### src/rtl/vga_timing_gen.sv
// Raster timing for 640x480@60: pixel coordinates, blank, and
// PIPE_DELAY-aligned active-low sync pulses on vga_clk.
module vga_timing_gen #(
   parameter int H_VISIBLE  = 640,
   parameter int H_FP       = 16,
   parameter int H_SYNC     = 96,
   parameter int H_BP       = 48,
   parameter int V_VISIBLE  = 480,
   parameter int V_FP       = 10,
   parameter int V_SYNC     = 2,
   parameter int V_BP       = 33,
   parameter int PIPE_DELAY = 2
) (
   input  logic       vga_clk,
   input  logic       reset_n,
   output logic [9:0] DrawX,
   output logic [9:0] DrawY,
   output logic       blank,
   output logic       hs,
   output logic       vs,
   output logic       frame_start,
   output logic [7:0] frame_count
);

   localparam int H_TOTAL = H_VISIBLE + H_FP + H_SYNC + H_BP;
   localparam int V_TOTAL = V_VISIBLE + V_FP + V_SYNC + V_BP;

   localparam logic [9:0] H_MAX  = 10'(H_TOTAL - 1);
   localparam logic [9:0] V_MAX  = 10'(V_TOTAL - 1);
   localparam logic [9:0] H_VIS  = 10'(H_VISIBLE);
   localparam logic [9:0] V_VIS  = 10'(V_VISIBLE);
   localparam logic [9:0] HS_BEG = 10'(H_VISIBLE + H_FP);
   localparam logic [9:0] HS_END = 10'(H_VISIBLE + H_FP + H_SYNC);
   localparam logic [9:0] VS_BEG = 10'(V_VISIBLE + V_FP);
   localparam logic [9:0] VS_END = 10'(V_VISIBLE + V_FP + V_SYNC);

   logic [9:0] hc_nxt;
   logic [9:0] vc_nxt;
   logic       last_col;
   logic       last_row;
   logic       blank_nxt;
   logic       hs_nxt;
   logic       vs_nxt;
   logic       fs_nxt;
   logic       hs_raw;
   logic       vs_raw;

   // Decodes use the next counter values so they register with them.
   always_comb begin
      last_col = (DrawX >= H_MAX);
      last_row = (DrawY >= V_MAX);
      hc_nxt   = last_col ? 10'd0 : DrawX + 10'd1;
      vc_nxt   = DrawY;
      if (last_col) begin
         vc_nxt = last_row ? 10'd0 : DrawY + 10'd1;
      end
      blank_nxt = (hc_nxt < H_VIS) && (vc_nxt < V_VIS);
      hs_nxt    = !((hc_nxt >= HS_BEG) && (hc_nxt < HS_END));
      vs_nxt    = !((vc_nxt >= VS_BEG) && (vc_nxt < VS_END));
      fs_nxt    = (hc_nxt < 10'd1) && (vc_nxt < 10'd1);
   end

   always_ff @(posedge vga_clk or negedge reset_n) begin
      if (!reset_n) begin
         DrawX       <= H_MAX;
         DrawY       <= V_MAX;
         blank       <= 1'b0;
         hs_raw      <= 1'b1;
         vs_raw      <= 1'b1;
         frame_start <= 1'b0;
         frame_count <= 8'd0;
      end else begin
         DrawX       <= hc_nxt;
         DrawY       <= vc_nxt;
         blank       <= blank_nxt;
         hs_raw      <= hs_nxt;
         vs_raw      <= vs_nxt;
         frame_start <= fs_nxt;
         if (fs_nxt) begin
            frame_count <= frame_count + 8'd1;
         end
      end
   end

   // Sync delay line matches the downstream ROM/RGB latency.
   generate
      if (PIPE_DELAY == 0) begin : g_nodly
         assign hs = hs_raw;
         assign vs = vs_raw;
      end else begin : g_dly
         logic [PIPE_DELAY-1:0] hs_dly;
         logic [PIPE_DELAY-1:0] vs_dly;

         always_ff @(posedge vga_clk or negedge reset_n) begin
            if (!reset_n) begin
               hs_dly <= '1;
               vs_dly <= '1;
            end else begin
               hs_dly[0] <= hs_raw;
               vs_dly[0] <= vs_raw;
               for (int i = 1; i < PIPE_DELAY; i++) begin
                  hs_dly[i] <= hs_dly[i-1];
                  vs_dly[i] <= vs_dly[i-1];
               end
            end
         end

         assign hs = hs_dly[PIPE_DELAY-1];
         assign vs = vs_dly[PIPE_DELAY-1];
      end
   endgenerate

endmodule

### config.mk
export PLATFORM = sky130hd
export DESIGN_NAME = vga_timing_gen
export DESIGN_NICKNAME = d
export VERILOG_FILES = /design/src/rtl/vga_timing_gen.sv
export SDC_FILE = /design/constraint.sdc
export NUM_CORES = 1
export LEC_CHECK = 0
export ABC_AREA = 0
export BUFFER_PORTS_ARGS = -buffer_cell sky130_fd_sc_hd__buf_4
export CAP_MARGIN = 20
export CORE_MARGIN = 4
export CORE_UTILIZATION = 35
export CTS_BUF_LIST = sky130_fd_sc_hd__clkbuf_2 sky130_fd_sc_hd__clkbuf_4 sky130_fd_sc_hd__clkbuf_8
export DETAILED_ROUTE_END_ITERATION = 12
export GPL_ROUTABILITY_DRIVEN = 0
export PLACE_DENSITY = 0.54
export SETUP_SLACK_MARGIN = 0.2
export SYNTH_ARGS = -nofsm -noshare
export SYNTH_HDL_FRONTEND = slang
export SYNTH_SLANG_ARGS = --single-unit
### constraint.sdc
create_clock -name vga_clk -period 2.2 [get_ports vga_clk]
set_input_delay 0.44 -clock vga_clk [delete_from_list [all_inputs] [get_ports vga_clk]]
set_output_delay 0.44 -clock vga_clk [all_outputs]
set_load 0.1 [all_outputs]
==> results of run 1 <==
state kept, by name, summed over array words and instances, names as in the netlist:
register and count:
blank 1, g_dly.vs_dly 2, DrawX 10, frame_count 8
hs_raw 1, g_dly.hs_dly 2, frame_start 1, vs_raw 1
DrawY 10
per-layer routing:
| layer | share of wire, % | track usage [%] | vias up |
|---|---|---|---|
| met5 | 0 | 0 | - |
| met4 | 1.5 | 4.561 | 0 |
| met3 | 4.1 | 3.437 | 7 |
| met2 | 48 | 26.85 | 35 |
| met1 | 46 | 21.36 | 815 |
| li1 | - | - | 784 |
synthesized netlist by cell type (2+ instances only):
cell type / number / area [µm²]
ha_1: 4 / 50.05
o21ai_0: 6 / 30.03
o31ai_1: 2 / 15.01
dfrtp_1: 20 / 500.5
and3_1: 2 / 12.51
o21a_1: 2 / 15.01
buf_2: 4 / 20.02
nand3_1: 12 / 60.06
xnor2_1: 14 / 122.6
nor3_1: 3 / 15.01
and2_1: 3 / 18.77
a21oi_1: 3 / 15.01
xor2_1: 9 / 78.83
a31oi_1: 3 / 18.77
nand2_1: 7 / 26.28
and3_2: 2 / 15.01
and4_1: 5 / 43.79
nor2_1: 20 / 75.07
inv_1: 2 / 7.510
nand4_1: 7 / 43.79
a211oi_1: 2 / 15.01
dfstp_2: 16 / 420.4
clkbuf_1: 2 / 7.510
what timing repair did:
action,in CTS,in global routing
pin swaps,8,9
setup buffers,4,1
setup endpoints to repair,11,13
gates resized for setup,9,5
logic make-up (layout without fill, tap and decap cells):
logic type | count (synthesis) | in the layout
mux | 2 | 2
xor+xnor | 23 | 23
buf+inv | 10 | 91
flops | 36 | 36
fa+ha+maj | 4 | 4
compound gates | 26 | 26
simple gates | 73 | 73
metrics by stage:
stage	setup slack (ns)	utilization, %	instance area (µm²)	cells	total power [µW]
floorplan	-0.5136	-	1927	174	674.1
global placement	-0.2744	49.25	2531	312	688.2
detailed placement	-0.2883	49.25	2531	312	688.8
CTS	-0.1804	52.63	2705	324	1270
global route	-0.2922	53.26	2738	325	1303
finish	-0.2013	53.26	2738	325	1252
area by class of cell:
class / count / area share, %
Clock buffer: 5 / 2.514
Clock inverter: 3 / 1.508
Inverter: 2 / 0.2742
Multi-Input combinational cell: 128 / 35.19
Sequential cell: 36 / 34.41
Tap cell: 70 / 3.199
Timing Repair Buffer: 81 / 22.90
worst max-delay path: stages (launching register included):
cell and delay (ns):
dfstp_4 0.63, ha_4 0.14, nand4_1 0.13, a21boi_2 0.28
and3_4 0.24, xnor2_2 0.12, o21a_1 0.14, o2111a_1 0.18
buf_6 0.13, mux2_4 0.30
where the power goes:
| part | switching [µW] | internal [µW] |
|---|---|---|
| Clock | 240 | 336 |
| Combinational | 12.1 | 1.20 |
| Sequential | 0 | 662 |
worst paths after layout:
check                                   to  slack [ns]  depth (start not counted)
min in group vga_clk       g_dly.hs_dly[0]        0.36                          0
max reg2reg                 frame_count[1]       -0.20                          9
min                               DrawX[5]        0.10                          1
min reg2reg                g_dly.hs_dly[0]        0.36                          0
max                         frame_count[1]       -0.20                          9
max in group asynchronous  g_dly.hs_dly[1]        1.76                          1
==> metrics.txt, run 1 <==
Chip Height 81.11 µm; aggregate routed wire length 4814 µm; I/O pins 34; DP Wirelength 3572 µm; crit-path max FO 9; Port Buffers 33; violations in the final reports negative setup slack; type of origin of the critical path register; area of combinational cells with multiple inputs 963.4 µm²; clock tree from TritonCTS yes; Total Die Area 6578 µm²; global-route usage over all layers between 15 and 20%; Top FF cell, synth dfrtp_1; ratio of cells with drive above 1 in the final layout 52.16%; Reg2Reg Launch Point DrawX[1]; number of enable flip-flop cells after synthesis 0; Netlist Area Pre-Place roughly 1900 µm²; time the worst path needs with I/O delays and setup 2.401 ns; unrepaired setup endpoints after global routing true; ratio of total power to cell area 457.3 nW/µm²; count of TritonRoute iterations in the first routing pass 4; number of nets in the layout 260; Max Clock Skew 0.003102 ns; Post-Synth Simple-Gate Area 22.27%; tightest slew margin relative to the limit 70.18%; count of state elements after synthesis 36; total number of clock tree sinks 36; iteration-0 DRC count of the detailed router 76; number of H-tree levels 2; WL per Instance 14.81 µm; number of max-capacitance violations reported 0; FP Rows 26; outcome finished with violations; portion of the post-synthesis area used by sequential elements 49.23%; wire length of the first global-routing pass 8128 µm; diode insertion count for antenna repair 0; synthesis warning total 0; most frequent cells in the layout buf_4 (76), nor2_1 (20), dfrtp_1 (15); slack of the critical path -0.2013 ns; number of fillers in the final layout 477; worst hold slack across all endpoints 0.1014 ns; Remaining Overflow, GRT 0; static power due to leakage 0.001239 µW; most common cell after layout, fill and taps aside buf_4; flip-flop and latch area 942.2 µm²; mux cell area share after synthesis ~1.3%; Clock Path Buffers 2; clock-pin slew on the worst setup and hold paths 0.07 ns; VDD IR max 314.8 µV; count of hold buffers inserted by post-cts repair 0; average cell area after synthesis 10.75 µm²; initial antenna violation count 0; adder and majority cell fraction of the synthesized area under 10%; Worst Path Required 2.37 ns; vias per std cell between 5 and 6; CTS Root Cell clkbuf_8; type of the worst setup path reg -> reg; count of nets left with antenna violations after detail routing 0; origin of the worst setup path DrawX[1]; Yosys cell types 47; crit end category register; pin count of the biggest net entering global routing 37; vias in the first global route 1683; Post-Route Setup TNS -1.499 ns; xor and xnor area share after synthesis 10.77%; # setup viols final 10; count of unresolved DRC violations after routing 0; number of vias after detailed routing 1641; arrival time worst endpoint 2.57 ns; TritonCTS Buffers 5; clock latency of the later-clocked register in the worst-skew pair 0.28 ns; peak clock frequency supported by timing between 400 and 500 MHz; dominant combinational cell family by area after synthesis simple AND/OR/NAND/NOR gates; worst min-delay path class in -> async; horizontal die dimension 81.11 µm; slew at the pin with the worst max-slew slack 0.4473 ns; standard cell core area between 5000 and 6000 µm²; area delta synth->final 46.35%; share of synthesized registers carrying an async set or reset 100.0%; net count of the mapped netlist 180; number of instances in the synthesized netlist ~170; Initial Util 36.39%; complex-gate fraction of the synthesized area around 11%; count of endpoints failing hold in the final timing report 0; final period utilization 109.1%; number of slew-limit violations in the final report 0
No activity file was read; power rests on OpenSTA's default activity.
==> inputs of run 2 (changes only) <==
BUFFER_PORTS_ARGS = not set   (was -buffer_cell sky130_fd_sc_hd__buf_4)
DONT_BUFFER_PORTS = 1   (was not set)
PLACE_DENSITY = 0.49   (was 0.54)
==> metrics.txt, run 2 (same netlist as run 1, synthesis figures left out) <==
violations in the final reports negative setup slack; number of vias after detailed routing 1584 (-3.5%); slack of the critical path -0.2076 ns (-0.006333 ns); worst min-delay path class reg -> reg; count of endpoints failing hold in the final timing report 0 (unchanged); area delta synth->final 46.62%; Clock Path Buffers 2 (unchanged); ratio of cells with drive above 1 in the final layout 50.79% (-1.4 points); I/O pins 34 (unchanged); wire length of the first global-routing pass 7921 µm (-2.5%); standard cell core area 5140 µm² (unchanged); diode insertion count for antenna repair 0 (unchanged); pin count of the biggest net entering global routing 37 (unchanged); TritonCTS Buffers 5 (unchanged); clock latency of the later-clocked register in the worst-skew pair 0.29 ns (about the same); horizontal die dimension 81.11 µm (unchanged); Post-Route Setup TNS -1.351 ns (+0.1474 ns); type of origin of the critical path register; count of TritonRoute iterations in the first routing pass 4 (unchanged); WL per Instance 14.71 µm (-0.67%); iteration-0 DRC count of the detailed router 79 (+3.9%); type of the worst setup path reg -> reg; CTS Root Cell clkbuf_8; peak clock frequency supported by timing 415.3 MHz (-0.26%); Worst Path Required 2.38 ns (about the same); count of nets left with antenna violations after detail routing 0 (unchanged); Remaining Overflow, GRT 0 (unchanged); most frequent cells in the layout buf_4 (72), nor2_1 (20), dfrtp_1 (15); number of slew-limit violations in the final report 0 (unchanged); outcome finished with violations; number of max-capacitance violations reported 0 (unchanged); number of fillers in the final layout 477 (unchanged); unrepaired setup endpoints after global routing true; count of unresolved DRC violations after routing 0 (unchanged); switching pwr 262.7 µW (+4.1%); Initial Util 36.39% (unchanged); worst hold slack across all endpoints 0.3617 ns (+0.2602 ns); Combinational Power Share 1.4% (+0.3 points); clock-pin slew on the worst setup and hold paths 0.08 ns (about the same); initial antenna violation count 0 (unchanged); arrival time worst endpoint 2.58 ns (about the same); crit-path max FO 9 (unchanged); DP Wirelength 3540 µm (-0.91%); number of nets in the layout 259 (-0.38%); number of instances in the placed design 306 (-1.9%); final std cells w/o fill 324 (-0.31%); total number of clock tree sinks 36 (unchanged); global-route usage over all layers 15.90% (-0.31 points); Max Clock Skew 0.008434 ns (+0.005332 ns); static power due to leakage 0.001227 µW (-0.95%); # setup viols final 10 (unchanged); crit end category register; slew at the pin with the worst max-slew slack 0.4892 ns (+0.04197 ns); total internal power 1002 µW (+0.28%); vias in the first global route 1589 (-5.6%); VDD IR max 336.4 µV (+6.9%); Chip Height 81.11 µm (unchanged); Sw Ratio 20.76% (+0.61 points); clock tree from TritonCTS yes; number of H-tree levels 2 (unchanged); Port Buffers 0 (-100%); register share of total power 52.3% (-0.6 points); Total Die Area 6578 µm² (unchanged); aggregate routed wire length 4767 µm (-0.98%); total power 1265 µW (+1.1%); Regs by FF count DrawX: 10 flops, DrawY: 10 flops, frame_count: 8 flops; vias per std cell 4.889 (-3.2%); ratio of total power to cell area 461.3 nW/µm² (+0.87%); most common cell after layout, fill and taps aside buf_4; proportion of power drawn by the clock network 46.2% (+0.2 points); FP Rows 26 (unchanged); final period utilization 109.4% (+0.29 points); tightest slew margin relative to the limit 67.46% (-2.7 points); time the worst path needs with I/O delays and setup 2.408 ns (+0.006333 ns)
-- run 2: worst max-delay path, cell delays in order (launching register included) --
cell and delay [ns]:
dfstp_4 0.64, ha_4 0.14, nand4_1 0.13, a21boi_2 0.26
and3_4 0.24, xnor2_2 0.11, o21a_1 0.15, o2111a_1 0.19
buf_6 0.14, mux2_4 0.30
-- run 2: power by group through the flow --
| stage | sequential, µW | clock (µW) | combinational (µW) |
|---|---|---|---|
| after floorplan | 674 | 0 | 0.000356 |
| after global placement | 674 | 0 | 0.000681 |
| after detailed placement | 674 | 0 | 0.000681 |
| after CTS | 662 | 605 | 19.7 |
| after global routing | 662 | 642 | 21.2 |
| final | 662 | 585 | 18.2 |
-- run 2: what timing repair did --
item | CTS | global route
buffers inserted | 4 | 4
setup endpoints to repair | 11 | 14
gates resized for setup | 6 | 9
hold buffers | 2 | 0
pin swaps | 8 | 13
endpoints found under the hold margin | 36 | 0
-- run 2: final timing paths --
kind,from,to,slack [ns],cells past startpoint
max in group asynchronous,reset_n,DrawX[9],1.33,2
min in group asynchronous,reset_n,blank,0.61,2
setup reg to reg,DrawX[1],frame_count[1],-0.21,9
hold / removal,hs_raw,g_dly.hs_dly[0],0.36,0
hold reg to reg,hs_raw,g_dly.hs_dly[0],0.36,0
setup / recovery,DrawX[1],frame_count[1],-0.21,9
-- run 2: area by class of cell --
class / count / area (µm²) / area share (%)
clock buffer: 5 / 68.82 / 2.509
timing repair buffer: 80 / 638.1 / 23.27
multi-input combinational: 128 / 955.9 / 34.85
inverter: 2 / 7.507 / 0.2737
clock inverter: 3 / 42.54 / 1.551
sequential: 36 / 942.2 / 34.35
tap: 70 / 87.58 / 3.193
-- run 2: layer usage --
metal	wire (µm)	track usage [%]
met1	2216	21.49
met2	2254	25.29
met3	238	3.548
met4	57	5.068
met5	0	0
-- run 2: metrics by stage --
stage / util (%) / setup slack, ns / cell area [µm²]
floorplan: - / -0.5136 / 1927
global placement: 48.37 / -0.1864 / 2486
detailed placement: 48.37 / -0.2296 / 2486
CTS: 52.19 / -0.1808 / 2683
global route: 53.36 / -0.3183 / 2743
finish: 53.36 / -0.2076 / 2743
